[config.mk]
export PLATFORM = sky130hd
export DESIGN_NAME = id_ex_ctrl_pipe_flat
export DESIGN_NICKNAME = d
export VERILOG_FILES = /design/src/rtl/id_ex_ctrl_pipe_if.sv /design/src/rtl/id_ex_ctrl_pipe.sv /design/src/flat_wrapper.sv
export SDC_FILE = /design/constraint.sdc
export NUM_CORES = 1
export LEC_CHECK = 0
export CORE_UTILIZATION = 46
export DETAILED_ROUTE_END_ITERATION = 12
export PLACE_DENSITY = 0.91
export SYNTH_ARGS = -nofsm -noshare
export SYNTH_HDL_FRONTEND = slang
export SYNTH_SLANG_ARGS = --single-unit
[constraint.sdc]
create_clock -name clk -period 3.16 [get_ports clk]
set_input_delay 0.632 -clock clk [delete_from_list [all_inputs] [get_ports clk]]
set_output_delay 0.632 -clock clk [all_outputs]
set_load 0.005 [all_outputs]
[src/rtl/id_ex_ctrl_pipe_if.sv]
// ID -> EX control handshake bundle.
// master drives ID side and EX ready; slave is the pipe register.
interface id_ex_ctrl_pipe_if #(
  parameter int XLEN = 32,
  parameter int BE_W = XLEN/8
);
  logic            id_valid;
  logic            id_ready;
  logic [31:0]     id_instr;
  logic            ex_ready;
  logic            ex_valid;
  logic            ex_alu_src;
  logic            ex_mem_to_reg;
  logic            ex_reg_write;
  logic            ex_mem_read;
  logic            ex_mem_write;
  logic            ex_branch;
  logic            ex_jump_return;
  logic            ex_us;
  logic            ex_illegal;
  logic [1:0]      ex_alu_op;
  logic [1:0]      ex_rw;
  logic [BE_W-1:0] ex_byte_en;
  logic [4:0]      ex_rd;

  modport master (
    output id_valid, id_instr, ex_ready,
    input  id_ready, ex_valid,
    input  ex_alu_src, ex_mem_to_reg,
    input  ex_reg_write, ex_mem_read,
    input  ex_mem_write, ex_branch,
    input  ex_jump_return, ex_us,
    input  ex_illegal, ex_alu_op, ex_rw,
    input  ex_byte_en, ex_rd
  );

  modport slave (
    input  id_valid, id_instr, ex_ready,
    output id_ready, ex_valid,
    output ex_alu_src, ex_mem_to_reg,
    output ex_reg_write, ex_mem_read,
    output ex_mem_write, ex_branch,
    output ex_jump_return, ex_us,
    output ex_illegal, ex_alu_op, ex_rw,
    output ex_byte_en, ex_rd
  );
endinterface

[src/rtl/id_ex_ctrl_pipe.sv]
// ID decode into a registered EX control word with handshake,
// load-use bubbles, flush and a saturating stall counter.
module id_ex_ctrl_pipe #(
  parameter int XLEN  = 32,
  parameter int BE_W  = XLEN/8,
  parameter int CNT_W = 16
) (
  input  logic             clk,
  input  logic             rst_n,
  id_ex_ctrl_pipe_if.slave bus,
  input  logic             flush,
  input  logic             clr_count,
  output logic [CNT_W-1:0] stall_count
);

  typedef struct packed {
    logic            alu_src;
    logic            mem_to_reg;
    logic            reg_write;
    logic            mem_read;
    logic            mem_write;
    logic            branch;
    logic            jump_return;
    logic            us;
    logic            illegal;
    logic [1:0]      alu_op;
    logic [1:0]      rw;
    logic [BE_W-1:0] byte_en;
    logic [4:0]      rd;
  } ctrl_t;

  logic [6:0] opc;
  logic [2:0] f3;
  logic [4:0] rs1;
  logic [4:0] rs2;
  logic       unused_hi;

  assign opc       = bus.id_instr[6:0];
  assign f3        = bus.id_instr[14:12];
  assign rs1       = bus.id_instr[19:15];
  assign rs2       = bus.id_instr[24:20];
  assign unused_hi = ^bus.id_instr[31:25];

  logic is_r, is_ld, is_st, is_br, is_i;
  logic is_lui, is_aui, is_jal, is_jalr;

  assign is_r    = opc == 7'b0110011;
  assign is_ld   = opc == 7'b0000011;
  assign is_st   = opc == 7'b0100011;
  assign is_br   = opc == 7'b1100011;
  assign is_i    = opc == 7'b0010011;
  assign is_lui  = opc == 7'b0110111;
  assign is_aui  = opc == 7'b0010111;
  assign is_jal  = opc == 7'b1101111;
  assign is_jalr = opc == 7'b1100111;

  logic use_rs1, use_rs2;

  assign use_rs1 = is_r | is_ld | is_st
                 | is_br | is_i | is_jalr;
  assign use_rs2 = is_r | is_st | is_br;

  logic       rv32;
  logic       mem_bad;
  logic [7:0] lanes8;

  assign rv32 = XLEN == 32;

  // Size field to low-aligned lane mask, cut to the bus width.
  always_comb begin
    lanes8 = 8'h00;
    unique case (f3[1:0])
      2'b00:   lanes8 = 8'h01;
      2'b01:   lanes8 = 8'h03;
      2'b10:   lanes8 = 8'h0f;
      default: lanes8 = 8'hff;
    endcase
  end

  // 64-bit accesses on RV32, ld-unsigned forms, signed-less stores.
  assign mem_bad = (is_ld | is_st)
                 & ((rv32 & (f3[1:0] == 2'b11))
                 | (is_ld & (f3 == 3'b111))
                 | (is_ld & rv32 & (f3 == 3'b110))
                 | (is_st & f3[2]));

  ctrl_t dec;

  // Combinational decode of the ID instruction.
  always_comb begin
    dec    = '0;
    dec.rd = bus.id_instr[11:7];
    unique case (1'b1)
      is_r: begin
        dec.reg_write = 1'b1;
        dec.alu_op    = 2'b10;
      end
      is_ld: begin
        dec.alu_src    = 1'b1;
        dec.mem_to_reg = 1'b1;
        dec.mem_read   = 1'b1;
        dec.reg_write  = 1'b1;
        dec.byte_en    = lanes8[BE_W-1:0];
        dec.us         = f3[2];
      end
      is_st: begin
        dec.alu_src   = 1'b1;
        dec.mem_write = 1'b1;
        dec.byte_en   = lanes8[BE_W-1:0];
      end
      is_br: begin
        dec.branch = 1'b1;
        dec.alu_op = 2'b01;
      end
      is_i: begin
        dec.alu_src   = 1'b1;
        dec.reg_write = 1'b1;
        dec.alu_op    = 2'b10;
      end
      is_lui: begin
        dec.reg_write = 1'b1;
        dec.alu_op    = 2'b11;
        dec.rw        = 2'b10;
      end
      is_aui: begin
        dec.reg_write = 1'b1;
        dec.rw        = 2'b11;
      end
      is_jal: begin
        dec.branch    = 1'b1;
        dec.reg_write = 1'b1;
        dec.alu_op    = 2'b11;
        dec.rw        = 2'b01;
      end
      is_jalr: begin
        dec.alu_src     = 1'b1;
        dec.jump_return = 1'b1;
        dec.reg_write   = 1'b1;
        dec.rw          = 2'b01;
      end
      default: dec.illegal = 1'b1;
    endcase
    if (mem_bad) begin
      dec.illegal   = 1'b1;
      dec.mem_read  = 1'b0;
      dec.mem_write = 1'b0;
      dec.reg_write = 1'b0;
    end
  end

  ctrl_t ex_q;
  logic  ex_v;
  logic  hazard;
  logic  advance;
  logic  accept;
  logic  bubble;

  assign hazard  = ex_v & ex_q.mem_read
                 & (ex_q.rd != 5'd0)
                 & ((use_rs1 & (ex_q.rd == rs1))
                 | (use_rs2 & (ex_q.rd == rs2)));
  assign advance = ~ex_v | bus.ex_ready;
  assign bus.id_ready = advance & ~hazard & ~flush;
  assign accept  = bus.id_ready & bus.id_valid;
  assign bubble  = advance & hazard
                 & bus.id_valid & ~flush;

  // EX register: load on accept, kill on flush or
  // when it drains with nothing new, else hold.
  always_ff @(posedge clk or negedge rst_n) begin
    if (!rst_n) begin
      ex_v <= 1'b0;
      ex_q <= '0;
    end else if (accept) begin
      ex_v <= 1'b1;
      ex_q <= dec;
    end else if (flush | advance) begin
      ex_v           <= 1'b0;
      ex_q.reg_write <= 1'b0;
      ex_q.mem_read  <= 1'b0;
      ex_q.mem_write <= 1'b0;
      ex_q.branch    <= 1'b0;
    end
  end

  // Bubble counter, sticks at all-ones until cleared.
  always_ff @(posedge clk or negedge rst_n) begin
    if (!rst_n) begin
      stall_count <= '0;
    end else if (clr_count) begin
      stall_count <= '0;
    end else if (bubble && stall_count != '1) begin
      stall_count <= stall_count + 1'b1;
    end
  end

  assign bus.ex_valid       = ex_v;
  assign bus.ex_alu_src     = ex_q.alu_src;
  assign bus.ex_mem_to_reg  = ex_q.mem_to_reg;
  assign bus.ex_reg_write   = ex_q.reg_write;
  assign bus.ex_mem_read    = ex_q.mem_read;
  assign bus.ex_mem_write   = ex_q.mem_write;
  assign bus.ex_branch      = ex_q.branch;
  assign bus.ex_jump_return = ex_q.jump_return;
  assign bus.ex_us          = ex_q.us;
  assign bus.ex_illegal     = ex_q.illegal;
  assign bus.ex_alu_op      = ex_q.alu_op;
  assign bus.ex_rw          = ex_q.rw;
  assign bus.ex_byte_en     = ex_q.byte_en;
  assign bus.ex_rd          = ex_q.rd;

endmodule

[src/flat_wrapper.sv]
// flat-port wrapper written by rule: the top's interface ports become plain ports
module id_ex_ctrl_pipe_flat 
#(
  parameter int XLEN  = 32,
  parameter int BE_W  = XLEN/8,
  parameter int CNT_W = 16
)
  (clk, rst_n, flush, clr_count, stall_count, bus_id_valid, bus_id_instr, bus_ex_ready, bus_id_ready, bus_ex_valid, bus_ex_alu_src, bus_ex_mem_to_reg, bus_ex_reg_write, bus_ex_mem_read, bus_ex_mem_write, bus_ex_branch, bus_ex_jump_return, bus_ex_us, bus_ex_illegal, bus_ex_alu_op, bus_ex_rw, bus_ex_byte_en, bus_ex_rd);
  id_ex_ctrl_pipe_if #(.XLEN(XLEN), .BE_W(BE_W)) bus_i ();
  input  logic clk;
  input  logic rst_n;
  input  logic flush;
  input  logic clr_count;
  output logic [CNT_W-1:0] stall_count;
  input wire logic [$bits(bus_i.id_valid)-1:0] bus_id_valid;
  input wire logic [$bits(bus_i.id_instr)-1:0] bus_id_instr;
  input wire logic [$bits(bus_i.ex_ready)-1:0] bus_ex_ready;
  output wire logic [$bits(bus_i.id_ready)-1:0] bus_id_ready;
  output wire logic [$bits(bus_i.ex_valid)-1:0] bus_ex_valid;
  output wire logic [$bits(bus_i.ex_alu_src)-1:0] bus_ex_alu_src;
  output wire logic [$bits(bus_i.ex_mem_to_reg)-1:0] bus_ex_mem_to_reg;
  output wire logic [$bits(bus_i.ex_reg_write)-1:0] bus_ex_reg_write;
  output wire logic [$bits(bus_i.ex_mem_read)-1:0] bus_ex_mem_read;
  output wire logic [$bits(bus_i.ex_mem_write)-1:0] bus_ex_mem_write;
  output wire logic [$bits(bus_i.ex_branch)-1:0] bus_ex_branch;
  output wire logic [$bits(bus_i.ex_jump_return)-1:0] bus_ex_jump_return;
  output wire logic [$bits(bus_i.ex_us)-1:0] bus_ex_us;
  output wire logic [$bits(bus_i.ex_illegal)-1:0] bus_ex_illegal;
  output wire logic [$bits(bus_i.ex_alu_op)-1:0] bus_ex_alu_op;
  output wire logic [$bits(bus_i.ex_rw)-1:0] bus_ex_rw;
  output wire logic [$bits(bus_i.ex_byte_en)-1:0] bus_ex_byte_en;
  output wire logic [$bits(bus_i.ex_rd)-1:0] bus_ex_rd;
  assign bus_i.id_valid = bus_id_valid;
  assign bus_i.id_instr = bus_id_instr;
  assign bus_i.ex_ready = bus_ex_ready;
  assign bus_id_ready = bus_i.id_ready;
  assign bus_ex_valid = bus_i.ex_valid;
  assign bus_ex_alu_src = bus_i.ex_alu_src;
  assign bus_ex_mem_to_reg = bus_i.ex_mem_to_reg;
  assign bus_ex_reg_write = bus_i.ex_reg_write;
  assign bus_ex_mem_read = bus_i.ex_mem_read;
  assign bus_ex_mem_write = bus_i.ex_mem_write;
  assign bus_ex_branch = bus_i.ex_branch;
  assign bus_ex_jump_return = bus_i.ex_jump_return;
  assign bus_ex_us = bus_i.ex_us;
  assign bus_ex_illegal = bus_i.ex_illegal;
  assign bus_ex_alu_op = bus_i.ex_alu_op;
  assign bus_ex_rw = bus_i.ex_rw;
  assign bus_ex_byte_en = bus_i.ex_byte_en;
  assign bus_ex_rd = bus_i.ex_rd;
  id_ex_ctrl_pipe #(.XLEN(XLEN), .BE_W(BE_W), .CNT_W(CNT_W)) u_core (.clk(clk), .rst_n(rst_n), .bus(bus_i), .flush(flush), .clr_count(clr_count), .stall_count(stall_count));
endmodule
After elaboration in Yosys (flattened, before gate mapping)
Cells that the tools add are included.
{"block": "totals", "ff_bits": 39, "latchBits": 0, "mem_bits_rw": 0, "mem_bits_ro": 0, "in_bits": 38, "out_inout_bits": 40, "word_cells": 98, "mem_count": 0}
{"block": "classes", "addsub": 1, "n_mul": 0, "n_div": 0, "order_cmp": 0, "n_eq_ne": 17, "shift": 0, "muxes": 20, "bitwise_logic": 32, "reduce_logical": 13}
{"operator": "16-bit 2-to-1 mux", "count": 2}
{"operator": "7-bit by 6-bit equality test with 1-bit output (second input constant)", "count": 3}
{"operator": "7-bit equality test (second input constant)", "count": 3}
{"operator": "16-bit by 1-bit adder with 16-bit output (second input constant)", "count": 1}
{"operator": "16-bit != test (second input constant)", "count": 1}
{"operator": "1-bit AND", "count": 15}
{"operator": "7-bit by 5-bit equality test with 1-bit output (second input constant)", "count": 2}
{"operator": "1-bit bitwise OR", "count": 14}
{"operator": "4-bit 2-to-1 mux", "count": 3}
{"operator": "2-bit case mux with 3 select lines", "count": 2}
{"operator": "4-bit case mux with 3 select lines", "count": 1}
{"operator": "1-bit 2-to-1 mux", "count": 11}
{"operator": "5-bit equality test", "count": 2}
{"operator": "2-bit OR reduction", "count": 5}
{"operator": "9-bit OR reduction", "count": 1}
{"operator": "7-bit by 2-bit equality test with 1-bit output (second input constant)", "count": 1}
{"operator": "7-bit OR reduction", "count": 1}
{"operator": "3-bit equality test (second input constant)", "count": 2}
{"operator": "5-bit nonzero test", "count": 1}
{"operator": "2-bit equality test (second input constant)", "count": 2}
{"operator": "2-bit nonzero test", "count": 2}
{"operator": "4-bit OR reduction", "count": 1}
{"operator": "3-bit 2-to-1 mux", "count": 1}
{"operator": "1-bit inverter", "count": 3}
{"operator": "3 further kinds", "count": 3}

Logic depth before layout (Yosys ltp)
{"block": "depth", "word_depth": 15, "mapped_depth": 8, "mapped_depth_nobuf": 6}

Worst setup path before layout
No wires, ideal clock.
{"block": "synth_timing", "path_kind": "input-to-output", "from": "in bus_id_instr[2]", "to": "out bus_id_ready", "arrival_time_ps": 1962, "required_time_ps": 2528, "path_slack_ps": 566, "cell_stages": 7, "n_path_buf": 2, "path_cell_list": "buf_2 a2111oi_4 nand4_4 a21o_2 buf_2 a21oi_1 nor2_1"}
{"block": "synth_via", "elab_chain_len": 12}
{"element": "from (decl)", "line_no": "flat_wrapper.sv:16", "rtl": "input wire logic [$bits(bus_i.id_instr)-1:0] bus_id_instr;"}
{"element": "7-bit by 6-bit equality test with 1-bit output / 7-bit by 2-bit equality test with 1-bit output (equally long branches)", "line_no": "id_ex_ctrl_pipe.sv:47, id_ex_ctrl_pipe.sv:48"}
{"element": "1-bit bitwise OR (2 in a row)", "line_no": "id_ex_ctrl_pipe.sv:59", "rtl": "assign use_rs1 = is_r | is_ld | is_st"}
{"element": "1-bit bitwise OR (3 in a row)", "line_no": "id_ex_ctrl_pipe.sv:60", "rtl": "| is_br | is_i | is_jalr;"}
{"element": "1-bit AND", "line_no": "id_ex_ctrl_pipe.sv:160", "rtl": "& ((use_rs1 & (ex_q.rd == rs1))"}
{"element": "1-bit bitwise OR (*)", "line_no": "id_ex_ctrl_pipe.sv:161", "rtl": "| (use_rs2 & (ex_q.rd == rs2)));"}
{"element": "1-bit AND (*)", "line_no": "id_ex_ctrl_pipe.sv:160"}
{"element": "1-bit inverter (*)", "line_no": "id_ex_ctrl_pipe.sv:163", "rtl": "assign bus.id_ready = advance & ~hazard & ~flush;"}
{"element": "1-bit AND (*) (2 in a row)", "line_no": "id_ex_ctrl_pipe.sv:163"}
{"element": "to (decl)", "line_no": "flat_wrapper.sv:18", "rtl": "output wire logic [$bits(bus_i.id_ready)-1:0] bus_id_ready;"}
Mark *: on every way between the ends. The rest lies on a longest branch, timed or not.

Final worst setup path
{"block": "layout_timing", "from": "in bus_id_instr[3]", "to": "out bus_id_ready"}
Same word-level chain as after synthesis.

==> metrics.md <==
| Metric | Value |
|---|---|
| Syn avg cell area | `approximately 10 um^2` |
| Largest register FFs | `16` |
| DIE AREA | `0.00528 mm^2` |
| GRT Util Overall | `0.233` |
| Starting Density | `0.483` |
| Critical path's slowest cell | `clkdlybuf4s50_1` |
| CTS tree | `yes` |
| Worst Path Arrival | `around 2400 ps` |
| Hpwl dp | `~4.4 mm` |
| Clk sinks | `38` |
| Clk Latency, worst-skew pair | `between 200 and 300 ps` |
| Register area share after synthesis | `0.414` |
| Pin count of the biggest net entering global routing | `39` |
| CTS Hold Buffers Added | `0` |
| GR Util met2 | `0.405` |
| Syn nets | `between 200 and 300` |
| Final Slew Violations | `0` |
| Met1 Use GR | `0.305` |
| Initial antenna violation count | `0` |
| Clk slew on worst S/H paths | `about 70 ps` |
| Max Cap Viol | `0` |
| FF-to-FF Start | `u_core.bus.ex_rd[0]` |
| Share of cells above drive strength 1 | `0.197` |
| Crit start category | `primary input` |
| I/O Buffers | `70` |
| Die Y | `about 73 um` |
| H-Tree Depth | `2` |
| Post-Synthesis Cells | `around 230` |
| Top cell type's share of synthesized area | `0.414` |
| WHS | `between 400 and 500 ps` |
| Number of instances in the placed design | `between 300 and 400` |
| Total grt overflow | `0` |
| FF/Latch Area | `~950 um^2` |
| Crit path required time | `approximately 2500 ps` |
| Area grow syn2layout | `42.0%` |
| Final Util | `0.686` |
| YS warnings | `0` |
| Commonest non-fill, non-tap cell in the layout | `clkdlybuf4s50_1` |
| Crit path kind | `in -> out` |
| Max transition margin | `0.442` |
| Root Driver | `clkbuf_8` |
| Netlist cell types | `52` |
| Fillcell total | `approximately 380` |
| First-pass GRT wire length | `between 9 and 10 mm` |
| Ant diodes | `0` |
| Grt peak-use layer | `met2` |
| # setup viols final | `0` |
| Core area | `roughly 0.0048 mm^2` |
| Setup WS post-layout | `~120 ps` |
| CTS Buffer Depth | `2` |
| Drt pass-1 iters | `4` |
| Vias per std cell | `around 5.6` |
| Yosys top cell by area | `dfrtp_1` |
| Largest register by flop count | `u_core.stall_count` |
| Final period util | `0.962` |
| Routed len/inst | `15.5 um` |
| Total CTS buffers | `5` |
| Most frequent cells in the layout | `65 x clkdlybuf4s50_1, 38 x dfrtp_1, 21 x nor2_1` |
| Die W | `between 70 and 80 um` |
| Final Instance Area | `about 0.0033 mm^2` |
| Crit path from | `bus_id_instr[3]` |
| I/O pin cnt | `78` |
| Clock Skew | `4.99 ps` |
| Worst Tran Pin Value | `approximately 830 ps` |
| WL final | `roughly 5.9 mm` |
| Placed Instance Area | `between 0.003 and 0.004 mm^2` |
| Worst min path class | `in -> async` |
| Routed Antenna Nets | `0` |
| Synth top area cells | `dfrtp_1 41%, mux2_2 5.4%, nor2_1 3.4%` |
| Multi-input logic area | `0.00129 mm^2` |
| Fin crit period | `3040 ps` |
| Nets@finish | `~350` |
| Hold Vio Cnt, Final | `0` |
| Crit path largest cell delay | `around 430 ps` |
| Max rail drop VDD | `0.246 mV` |
| Flops & latches, synth | `38` |
| Lkg Pwr | `roughly 1.3 nW` |
| Vias in the first global route | `2080` |
| Routability cong. | `between 0.8 and 0.9` |
| Dpl ws | `-102 ps` |
| Fmax | `approximately 330 MHz` |
| Final Non-Filler Cells | `382` |
| Critical path peak fanout | `3` |
| Initial detailed-routing violation count | `~120` |
| Vias | `2132` |
| Core Rows | `25` |
| # DRC | `0` |
| P per Cell Area | `319 mW/mm^2` |
| Outcome | `finished clean` |
| Met3 usage | `0.0373` |
| Setup crit end kind | `output port` |
| Critical-path cell list | `clkdlybuf4s50_1 > nand3b_4 > nor4_4 > nand4_2 > a21o_4 > a21oi_2 > nor2_1 > dlygate4sd2_1` |
| Synthesized area | `roughly 0.0023 mm^2` |
| Unrepaired setup endpoints after global routing | `false` |
-- routing by layer --
metal / vias up / wire length, um
met2: 84 / 3030
met5: - / 0
li1: 1016 / -
met4: 0 / 76
met3: 8 / 305
met1: 1024 / 2520
-- per-stage QoR --
stage                     setup TNS (ps)  power [mW]
after global routing                   0        1.09
after detailed placement            -102       0.734
after floorplan                        0       0.622
after CTS                              0        1.05
final                                  0        1.04
after global placement             -72.4       0.729
-- critical path, delay by kind of cell --
kind / cells / cell delay, ps
buffers and inverters: 2 / 690
AO/OA/AOI/OAI: 2 / 390
AND/OR/NAND/NOR: 4 / 710
-- worst paths after layout --
kind	depth (start not counted)	slack, ps	endpoint
min in group clk	1	500	u_core.bus.ex_reg_write
max reg2reg	6	740	u_core.bus.ex_alu_op[1]
min	1	450	u_core.bus.ex_mem_read
max in group asynchronous	1	2190	u_core.stall_count[10]
max	8	120	bus_id_ready
min reg2reg	1	500	u_core.bus.ex_reg_write
-- area by class of cell --
class | count | share of cell area
Clock buffer | 5 | 0.0211
Clock inverter | 2 | 0.00307
Inverter | 7 | 0.00806
Multi-Input combinational cell | 175 | 0.397
Sequential cell | 38 | 0.292
Tap cell | 67 | 0.0257
Timing Repair Buffer | 88 | 0.253
-- synthesized netlist by cell type (all sizes together) --
master	n
a31oi	1
or4	2
o21a	1
nand2b	5
o32a	1
a21o	2
a2111oi	2
ha	1
nand2	13
a21oi	14
or3	4
dfrtp	38
mux2i	1
a22o	2
xnor2	5
nand3b	2
nand4b	1
a32o	2
a311o	1
o21ai	16
or2	1
and3	4
nor3	9
and2	1
o22ai	1
o41ai	2
buf	5
clkbuf	4
nor4	1
inv	7
nor2	22
a211oi	3
o31ai	4
mux2	17
a31o	5
nor2b	6
nand3	6
nor4b	1
or2b	1
xor2	7
nand4	8
-- what timing repair did --
action,4_1_cts,5_1_grt
buffers inserted,1,0
endpoints found under the setup margin,1,0
hold endpoints to repair,0,0
gates resized for setup,8,0
-- power breakdown --
group,internal (mW),leakage [nW],switching (mW)
Combinational,0.112,0.748,0.0931
Sequential,0.502,0.513,0.0230
Clock,0.148,0.0438,0.162
Total,0.762,1.31,0.279
-- cell families after synthesis --
group / after synthesis / synth area share
buf+inv: 16 / 0.0327
simple gates: 87 / 0.219
mux: 18 / 0.0959
xor+xnor: 12 / 0.0458
flops: 38 / 0.414
fa+ha+maj: 1 / 0.00545
compound gates: 57 / 0.187
Note: power is estimated with default switching activity, not from simulation.
